===== config.mk =====
export PLATFORM = sky130hd
export DESIGN_NAME = input_event_controller_flat
export DESIGN_NICKNAME = d
export VERILOG_FILES = /design/src/rtl/input_event_controller_if.sv /design/src/rtl/input_event_controller.sv /design/src/flat_wrapper.sv
export SDC_FILE = /design/constraint.sdc
export NUM_CORES = 1
export LEC_CHECK = 0
export ABC_CLOCK_PERIOD_IN_PS = 2100
export CAP_MARGIN = 20
export CORE_ASPECT_RATIO = 0.9
export CORE_MARGIN = 4
export CORE_UTILIZATION = 50
export CTS_CLUSTER_SIZE = 30
export DETAILED_ROUTE_END_ITERATION = 8
export PLACE_DENSITY = 0.79
export SLEW_MARGIN = 5
export SYNTH_ARGS = -nofsm -noshare
export SYNTH_HDL_FRONTEND = slang
export SYNTH_SLANG_ARGS = --single-unit

===== constraint.sdc =====
create_clock -name clk -period 2.1 [get_ports clk]
set_input_delay 0.42 -clock clk [delete_from_list [all_inputs] [get_ports clk]]
set_output_delay 0.42 -clock clk [all_outputs]
set_load 0.02 [all_outputs]

===== src/rtl/input_event_controller_if.sv =====
// input_event_controller_if: Avalon-MM slave bus and level-low interrupt line of input_event_controller
interface input_event_controller_if;
  logic [1:0] avl_address;
  logic       avl_read;
  logic       avl_write;
  logic [7:0] avl_writedata;
  logic [7:0] avl_readdata;
  logic       avl_irq_n;
  modport master(output avl_address, avl_read, avl_write, avl_writedata, input avl_readdata, avl_irq_n);
  modport slave(input avl_address, avl_read, avl_write, avl_writedata, output avl_readdata, avl_irq_n);
endinterface


===== src/rtl/input_event_controller.sv =====
// input_event_controller: keys/switches to masked edge interrupt plus ordered event queue (Avalon-MM slave)
// Ports: clk, reset (sync, active-high), keys[3:0]/switches[3:0] raw async inputs,
//   avl (slave modport): address/read/write/writedata in, readdata (1-cycle latency) and irq_n out.
// Registers: 0 INPUTS (RO), 1 MASK (RW), 2 EDGES (W1C, set wins), 3 EVENT (read pops, write bit0 flushes).
// Build option: define INPUT_DEBOUNCE_EN to insert a DEBOUNCE_CYCLES hold filter per input.
module input_event_controller #(
  parameter int DEBOUNCE_CYCLES = 50000,
  parameter int FIFO_DEPTH = 8
) (
  input logic clk,
  input logic reset,
  input logic [3:0] keys,
  input logic [3:0] switches,
  input_event_controller_if.slave avl
);
  localparam int AW = $clog2(FIFO_DEPTH);
  localparam int PW = AW + 1;
  if (FIFO_DEPTH < 2 || (FIFO_DEPTH & (FIFO_DEPTH - 1)) != 0 || DEBOUNCE_CYCLES < 1) begin : g_bad_param
    $error("input_event_controller: FIFO_DEPTH must be a power of 2 >= 2 and DEBOUNCE_CYCLES >= 1");
  end
  logic [7:0] sync1, sync2, stable, stable_q, chg, mask, edges, pend, push_oh, rd_mux, ev;
  logic [3:0] mem [FIFO_DEPTH];
  logic [PW-1:0] wp, rp;
  logic [2:0] push_idx;
  logic ovf, empty, full, push, pop, flush, wr_mask, wr_edges;
`ifdef INPUT_DEBOUNCE_EN
  localparam int CW = $clog2(DEBOUNCE_CYCLES + 1);
  logic [CW-1:0] cnt [8];
  // A bit is accepted only after the synchronized value has differed from stable for DEBOUNCE_CYCLES straight cycles.
  always_ff @(posedge clk) begin
    if (reset) begin
      stable <= '0;
      cnt <= '{default: '0};
    end else begin
      for (int i = 0; i < 8; i++) begin
        if (sync2[i] == stable[i]) cnt[i] <= '0;
        else if (cnt[i] == CW'(DEBOUNCE_CYCLES - 1)) begin
          cnt[i] <= '0;
          stable[i] <= sync2[i];
        end else cnt[i] <= cnt[i] + CW'(1);
      end
    end
  end
`else
  always_ff @(posedge clk) stable <= reset ? 8'h00 : sync2;
`endif
  assign chg = stable ^ stable_q;
  assign empty = wp == rp;
  assign full = wp == {~rp[AW], rp[AW-1:0]};
  assign wr_mask = avl.avl_write && avl.avl_address == 2'd1;
  assign wr_edges = avl.avl_write && avl.avl_address == 2'd2;
  assign flush = avl.avl_write && avl.avl_address == 2'd3 && avl.avl_writedata[0];
  assign pop = avl.avl_read && avl.avl_address == 2'd3 && !empty;
  // A pop frees the slot in the same cycle, so a full queue may still accept a push.
  assign push = |pend && (!full || pop) && !flush;
  assign push_oh = pend & (~pend + 8'd1);
  always_comb begin
    push_idx = '0;
    for (int i = 7; i >= 0; i--) if (pend[i]) push_idx = 3'(i);
  end
  assign ev = empty ? 8'h00 : {1'b1, mem[rp[AW-1:0]][3], ovf, 2'b00, mem[rp[AW-1:0]][2:0]};
  assign rd_mux = avl.avl_address == 2'd0 ? stable : avl.avl_address == 2'd1 ? mask : avl.avl_address == 2'd2 ? edges : ev;
  assign avl.avl_irq_n = ~|(edges & mask);
  always_ff @(posedge clk) if (push) mem[wp[AW-1:0]] <= {stable[push_idx], push_idx};
  always_ff @(posedge clk) begin
    if (reset) begin
      sync1 <= '0;
      sync2 <= '0;
      stable_q <= '0;
      mask <= '0;
      edges <= '0;
      pend <= '0;
      ovf <= 1'b0;
      wp <= '0;
      rp <= '0;
      avl.avl_readdata <= '0;
    end else begin
      sync1 <= {keys, switches};
      sync2 <= sync1;
      stable_q <= stable;
      if (wr_mask) mask <= avl.avl_writedata;
      edges <= (edges & ~(wr_edges ? avl.avl_writedata : 8'h00)) | chg;
      pend <= flush ? chg : (pend & ~(push ? push_oh : 8'h00)) | chg;
      // A change landing on an already pending bit coalesces into one queue entry.
      ovf <= !flush && (ovf || |(chg & pend));
      wp <= flush ? '0 : wp + PW'(push);
      rp <= flush ? '0 : rp + PW'(pop);
      if (avl.avl_read) avl.avl_readdata <= rd_mux;
    end
  end
endmodule


===== src/flat_wrapper.sv =====
// flat-port wrapper written by rule: the top's interface ports become plain ports
module input_event_controller_flat 
#(
  parameter int DEBOUNCE_CYCLES = 50000,
  parameter int FIFO_DEPTH = 8
)
  (clk, reset, keys, switches, avl_avl_address, avl_avl_read, avl_avl_write, avl_avl_writedata, avl_avl_readdata, avl_avl_irq_n);
  input_event_controller_if avl_i ();
  input logic clk;
  input logic reset;
  input logic [3:0] keys;
  input logic [3:0] switches;
  input wire logic [$bits(avl_i.avl_address)-1:0] avl_avl_address;
  input wire logic [$bits(avl_i.avl_read)-1:0] avl_avl_read;
  input wire logic [$bits(avl_i.avl_write)-1:0] avl_avl_write;
  input wire logic [$bits(avl_i.avl_writedata)-1:0] avl_avl_writedata;
  output wire logic [$bits(avl_i.avl_readdata)-1:0] avl_avl_readdata;
  output wire logic [$bits(avl_i.avl_irq_n)-1:0] avl_avl_irq_n;
  assign avl_i.avl_address = avl_avl_address;
  assign avl_i.avl_read = avl_avl_read;
  assign avl_i.avl_write = avl_avl_write;
  assign avl_i.avl_writedata = avl_avl_writedata;
  assign avl_avl_readdata = avl_i.avl_readdata;
  assign avl_avl_irq_n = avl_i.avl_irq_n;
  input_event_controller #(.DEBOUNCE_CYCLES(DEBOUNCE_CYCLES), .FIFO_DEPTH(FIFO_DEPTH)) u_core (.clk(clk), .reset(reset), .keys(keys), .switches(switches), .avl(avl_i));
endmodule

* Word-level counts from Yosys, hierarchy flattened
Memories as Yosys holds them, arrays and structs flattened. A register that Yosys moved wholly into a read port is not among the register bits.
Cells that the tools add are included.
** Storage, ports and cells
- Register bits :: 73
- RAM bits :: 32
- Output and inout bits :: 9
- Word-level logic and storage cells :: 73
- Memories :: 1
** Memory list
- u_core.mem :: words 8, bits a word 4, read ports 1, clocked after memory_dff 1, write ports 1, RTL line input_event_controller.sv:22 : logic [3:0] mem [FIFO_DEPTH];
** Operators by class
- Add/subtract/negate cells :: 3
- Order comparisons :: 1
- Equality and inequality tests :: 5
- Muxes and demuxes :: 20
- Bitwise operators :: 12
- Reductions and logical operators :: 20
** Operator list (number)
- $mux W8 :: 7
- $and A8 B8 Y8 :: 5
- $mux W3 :: 9
- $not A8 Y8 :: 3
- $reduce_or A8 Y1 :: 3
- $or A8 B8 Y8 :: 2
- $logic_and A1 B1 Y1 :: 9
- $add A4 B1 Y4 :: 2
- $add A8 B1 Y8 const B :: 1
- $eq A4 B4 Y1 :: 2
- $xor A8 B8 Y8 :: 1
- $eq A2 B2 Y1 const B :: 2
- $logic_not A1 Y1 :: 4
- $lt A3 B4 Y1 const B :: 1
- $bmux W1 S3 :: 1
- $mux W1 :: 3
- $eq A2 B1 Y1 const B :: 1
- $logic_not A2 Y1 :: 1
- $logic_or A1 B1 Y1 :: 2
- $reduce_or A2 Y1 :: 1
- $not A1 Y1 :: 1

* Depth between registers and ports, before layout
- Word-level depth :: 11
- Depth in mapped cells :: 9

* Worst setup path before layout
No wires, ideal clock.
- Path kind :: register to register
- From :: register u_core.rp[1]
- To :: memory u_core.mem[1][0], enable pin
- Setup time :: 361 ps
- Data arrival time :: 1679 ps
- Data required time :: 1739 ps
- Slack :: 60 ps
- Cell stages (with the launch flop) :: 7
- Buffers on the path :: 1
- Clock period less this slack :: 2040 ps
- Cells stage by stage :: dfxtp_1 -> buf_2 -> xor2_1 -> or3_4 -> o22ai_4 -> or3b_4 -> nor3_1
** Between the ends
- Word-level cells in the longest chain between the ends :: 8
** RTL lines
- start, declared :: RTL line input_event_controller.sv:23 : logic [PW-1:0] wp, rp;
- start signal, assigned :: RTL line input_event_controller.sv:87 : rp <= flush ? '0 : rp + PW'(pop);
- $eq A4 B4 Y1 :: RTL line input_event_controller.sv:48 : assign empty = wp == rp;
- $logic_not A1 Y1 :: RTL line input_event_controller.sv:53 : assign pop = avl.avl_read && avl.avl_address == 2'd3 && !empty;
- $logic_and A1 B1 Y1 :: RTL line input_event_controller.sv:53
- $logic_or A1 B1 Y1 (*) :: RTL line input_event_controller.sv:55 : assign push = |pend && (!full || pop) && !flush;
- $logic_and A1 B1 Y1 (*) (2 in a row) :: RTL line input_event_controller.sv:55
- $mux W1 (*) :: RTL line input_event_controller.sv:64 : always_ff @(posedge clk) if (push) mem[wp[AW-1:0]] <= {stable[push_idx], push_idx};
- $mux W1 (not written as such) (*) :: RTL line input_event_controller.sv:64
- end, declared :: RTL line input_event_controller.sv:22
Mark *: on every way between the ends. The rest lies on a longest branch, timed or not.

* Worst setup path in the final report
- From :: register u_core.pend[0]
- To :: memory u_core.mem[5][3], data pin
** Between the ends
- Word-level cells in the longest chain between the ends :: 3
** RTL lines
- start, declared :: RTL line input_event_controller.sv:21 : logic [7:0] sync1, sync2, stable, stable_q, chg, mask, edges, pend, push_oh, rd_mux, ev;
- start signal, assigned :: RTL line input_event_controller.sv:83 : pend <= flush ? chg : (pend & ~(push ? push_oh : 8'h00)) | chg;
- $mux W3 :: RTL line input_event_controller.sv:59 : for (int i = 7; i >= 0; i--) if (pend[i]) push_idx = 3'(i);
- $bmux W1 S3 :: RTL line input_event_controller.sv:64
- $mux W1 (not written as such) :: RTL line input_event_controller.sv:64
No other way between the ends. The select of a mux whose other input is x is not followed.

==> summary.md <==
| Metric | Value |
|---|---|
| RD Place Congestion | 0.9042 |
| Slew @ Worst Pin | 0.4838 ns |
| WHS Path Cells | 1 |
| Critical path depth in cells | 5 |
| Total GRT Usage | 18.92% |
| Post-synthesis compound-gate area fraction | 11.57% |
| Post-synthesis sequential area ratio | 56.44% |
| Seq pwr share | 55.2% |
| F_max | 0.4875 GHz |
| Number of flops mapped to enable cells by yosys | 32 |
| Maxcap violations | 0 |
| Clk root buf | clkbuf_8 |
| CTS tree | built |
| Synth Flop Type | dfxtp_1 |
| Ys async rst share | 0% |
| Clk_skew | 0.01309 ns |
| Clock slew at reported path FFs | 0.10 ns |
| Commonest non-fill, non-tap cell in the layout | dfxtp_1 |
| CTS sink count | 105 |
| Violation count after the first detailed-route iteration | 338 |
| Critical path required time | 2.32 ns |
| Slowest Stage Delay on Critical Path | 0.53 ns |
| IO Port Bufs | 30 |
| R2R Path Start | u_core.pend[0]$_SDFF_PP0_ |
| Outcome | finished, final reports clean |
| Cell leakage power | 1.889 nW |
| Critical path cell sequence | o21bai_1 -> and2_4 -> mux4_2 -> a211oi_2 -> buf_4 |
| Avg WL per Cell | 16.14 µm |
| Power per standard cell area | 812.1 nW/µm² |
| Nets@finish | 468 |
| Startpoint types | register |
| Layout area overhead | 18.13% |
| Critical path endpoint category | register |
| H-tree depth | 3 |
| Filler cell count | 649 |
| Simple-Gate Fraction of Synth Area | 17.03% |
| Starting density of the core | 52.44% |
| Final worst path period share | 97.68% |
| Area of the die | 10130 µm² |
| Worst reg-to-reg path cell count | 5 |
| Gr ovfl total | 0 |
| Die height | 95.89 µm |
| Worst path buffer plus inverter count | 1 |
| ANT cells | 0 |
| Post-placement worst setup slack | -0.2332 ns |
| Setup bufs post-CTS | 0 |
| Peak VDD IR | 0.0003062 V |
| Fin worst setup slack | 0.04872 ns |
| Syn Inst Count | 393 |
| Post-cts hold buffer count | 0 |
| Core Area | 8184 µm² |
| Die width | 105.7 µm |
| Crit path launch | u_core.pend[0]$_SDFF_PP0_ |
| Vias | 3137 |
| CP top delay family | flip-flops |
| DR vias/cell | 5.582 |
| NetSw | 1.068 mW |
| Vias in the first global route | 2929 |
| Antenna violations before repair | 0 |
| Cell-internal power | 3.050 mW |
| Crit path DAT | 2.27 ns |
| Largest net degree at the start of global routing | 32 |
| Max Slew Vio Count | 0 |
| Critical path type | reg2reg |
| Total Wirelength | 9070 µm |
| Worst setup endpoint | u_core.mem[5][3]$_DFFE_PP_ |
| Clock buffer count from CTS | 9 |
| Non-filler cells, final | 562 |
| Rel. slew slack | 66.91% |
| CTS Buffer Depth | 2 |
| Post-route minimum period | 2.051 ns |
| Commonest cells after routing, fill and taps aside | 71 x dfxtp_1, 40 x nor2_1, 32 x edfxtp_1 |
| FF-to-FF setup slack | 0.05 ns |
| RSZ-0062 raised after global routing | true |
| Post-Place Cells | 547 |
| Clk network pwr share | 29.8% |
| HPWL after DPL | 6697 µm |
| Mux contribution to synthesized area | 6.939% |
| Ports | 31 |
| Endpoints failing setup | 0 |
| Hold Path Class | reg2reg |
| Number of synthesized register bits | 105 |
| Synth Area in XOR/XNOR | 3.265% |
| CP max FO | 8 |
| RR Endpoint | u_core.mem[5][3]$_DFFE_PP_ |
| Switching Share | 25.93% |
| Syn_area_per_cell | 10.92 µm² |
| Share of cells above drive strength 1 | 17.00% |
| Antenna-violating nets left | 0 |
| Post-synth cell types | 50 |
| # DRC | 0 |
| Mapped Area | 4292 µm² |
| Drt first pass iters | 6 |
| Final hold violation count | 0 |
| Worst path slowest cell | dfxtp_1 |
| Clk_lat worst skew | 0.37 ns |
| Row cnt | 31 |
| Synth warn | 0 |
| First-pass GRT wire length | 14840 µm |
| Main combinational cell family by area after synthesis | simple AND/OR/NAND/NOR gates |
| Post-synthesis adder-cell area fraction | 1.166% |
| Logic pwr share | 15.1% |
| Synthesized Nets | 419 |
==> worst min-delay path by stage <==
stage                                    start                       endpoint  slack [ns]
floorplan           u_core.sync2[0]$_SDFF_PP0_    u_core.stable[0]$_SDFF_PP0_        0.41
global placement    u_core.sync2[6]$_SDFF_PP0_    u_core.stable[6]$_SDFF_PP0_        0.42
detailed placement  u_core.sync2[6]$_SDFF_PP0_    u_core.stable[6]$_SDFF_PP0_        0.42
CTS                                      reset  u_core.stable_q[5]$_SDFF_PP0_        0.43
global route                             reset  u_core.stable_q[5]$_SDFF_PP0_        0.44
finish              u_core.sync1[1]$_SDFF_PP0_     u_core.sync2[1]$_SDFF_PP0_        0.44
==> through the flow <==
stage	setup TNS (ns)	hold slack (ns)	util (%)	power, mW	instance area (µm²)
global placement	-4.898	0.4173	59.23	2.909	4847
finish	0	0.4441	61.95	4.117	5070
global route	-0.0009073	0.4358	61.95	4.291	5070
floorplan	0	0.4138	-	2.675	4292
detailed placement	-6.740	0.4212	59.23	2.930	4847
CTS	0	0.4288	61.76	4.131	5055
==> layout make-up <==
| class | count | area, µm² | area share [%] |
|---|---|---|---|
| inverters | 14 | 52.55 | 1.037 |
| clock buffers | 11 | 162.7 | 3.208 |
| flip-flops and latches | 105 | 2425 | 47.83 |
| clock inverters | 5 | 42.54 | 0.8391 |
| repair buffers | 58 | 504.2 | 9.946 |
| multi-input cells | 254 | 1739 | 34.30 |
| well taps | 115 | 143.9 | 2.838 |
==> power groups by stage <==
stage	clock network (mW)	logic, mW	registers [mW]
2_1_floorplan	0	0.362	2.31
3_3_place_gp	0	0.597	2.31
3_5_place_dp	0	0.615	2.31
4_1_cts	1.25	0.614	2.27
5_1_grt	1.33	0.675	2.28
6_report	1.23	0.621	2.27
==> cells in the mapped netlist, types with 2 or more instances <==
cell type	n	share of area, %
nand2b_1	3	0.44
buf_2	3	0.35
buf_6	3	0.79
mux4_2	9	4.7
inv_1	14	1.2
o211ai_1	7	1.2
a21oi_1	31	3.6
nor2_1	41	3.6
xor2_1	14	2.9
a22oi_1	4	0.70
clkbuf_1	13	1.1
nor3_1	8	0.93
a2111oi_0	4	0.82
nand2_1	31	2.7
ha_1	4	1.2
o21ai_2	2	0.41
edfxtp_1	32	22
xnor2_1	2	0.41
a211oi_1	8	1.4
and2_1	7	1.0
nand3_1	11	1.3
nor4_1	2	0.29
a31oi_1	3	0.44
a21boi_0	2	0.35
nor2b_1	31	4.5
mux2_2	4	1.0
dfxtp_1	73	34
mux2i_1	5	1.2
==> registers in the layout, indices dropped and copies added (netlist names) <==
| name | count |
|---|---|
| u_core.edges | 8 |
| u_core.wp | 4 |
| u_core.mem | 32 |
| u_core.stable_q | 8 |
| u_core.mask | 8 |
| u_core.stable | 8 |
| u_core.sync2 | 8 |
| u_core.avl.avl_readdata | 8 |
| u_core.sync1 | 8 |
| u_core.pend | 8 |
| u_core.rp | 4 |
| u_core.ovf | 1 |
==> routing by layer <==
layer  track usage (%)  vias up  part of all wire (%)  routed length [µm]
li1                  -     1485                     -                   -
met1             24.97     1481                    43                3863
met2             31.32      154                    48                4354
met3             4.024       17                   7.5                 681
met4             6.580        0                   1.9                 172
met5                 0        -                     0                   0
==> logic make-up after synthesis <==
family                     after synthesis
AOI/OAI and AO/OA                       72
xor gates and xnor gates                16
adders and majority gates                4
buffers and inverters                   34
DFF                                    105
muxes                                   18
and+or+nand+nor                        144
==> what timing repair did <==
item | CTS | global route
resized for setup | 4 | 4
pin swaps | 0 | 0
endpoints found under the setup margin | 3 | 13
==> worst reg2reg max path, delay by kind of cell, from the launching register on <==
family / cells / cell delay (ns)
compound gates: 2 / 0.47
buf+inv: 1 / 0.19
flops: 1 / 0.53
mux: 1 / 0.51
simple gates: 1 / 0.22
Power figures use the tool's default switching activity.
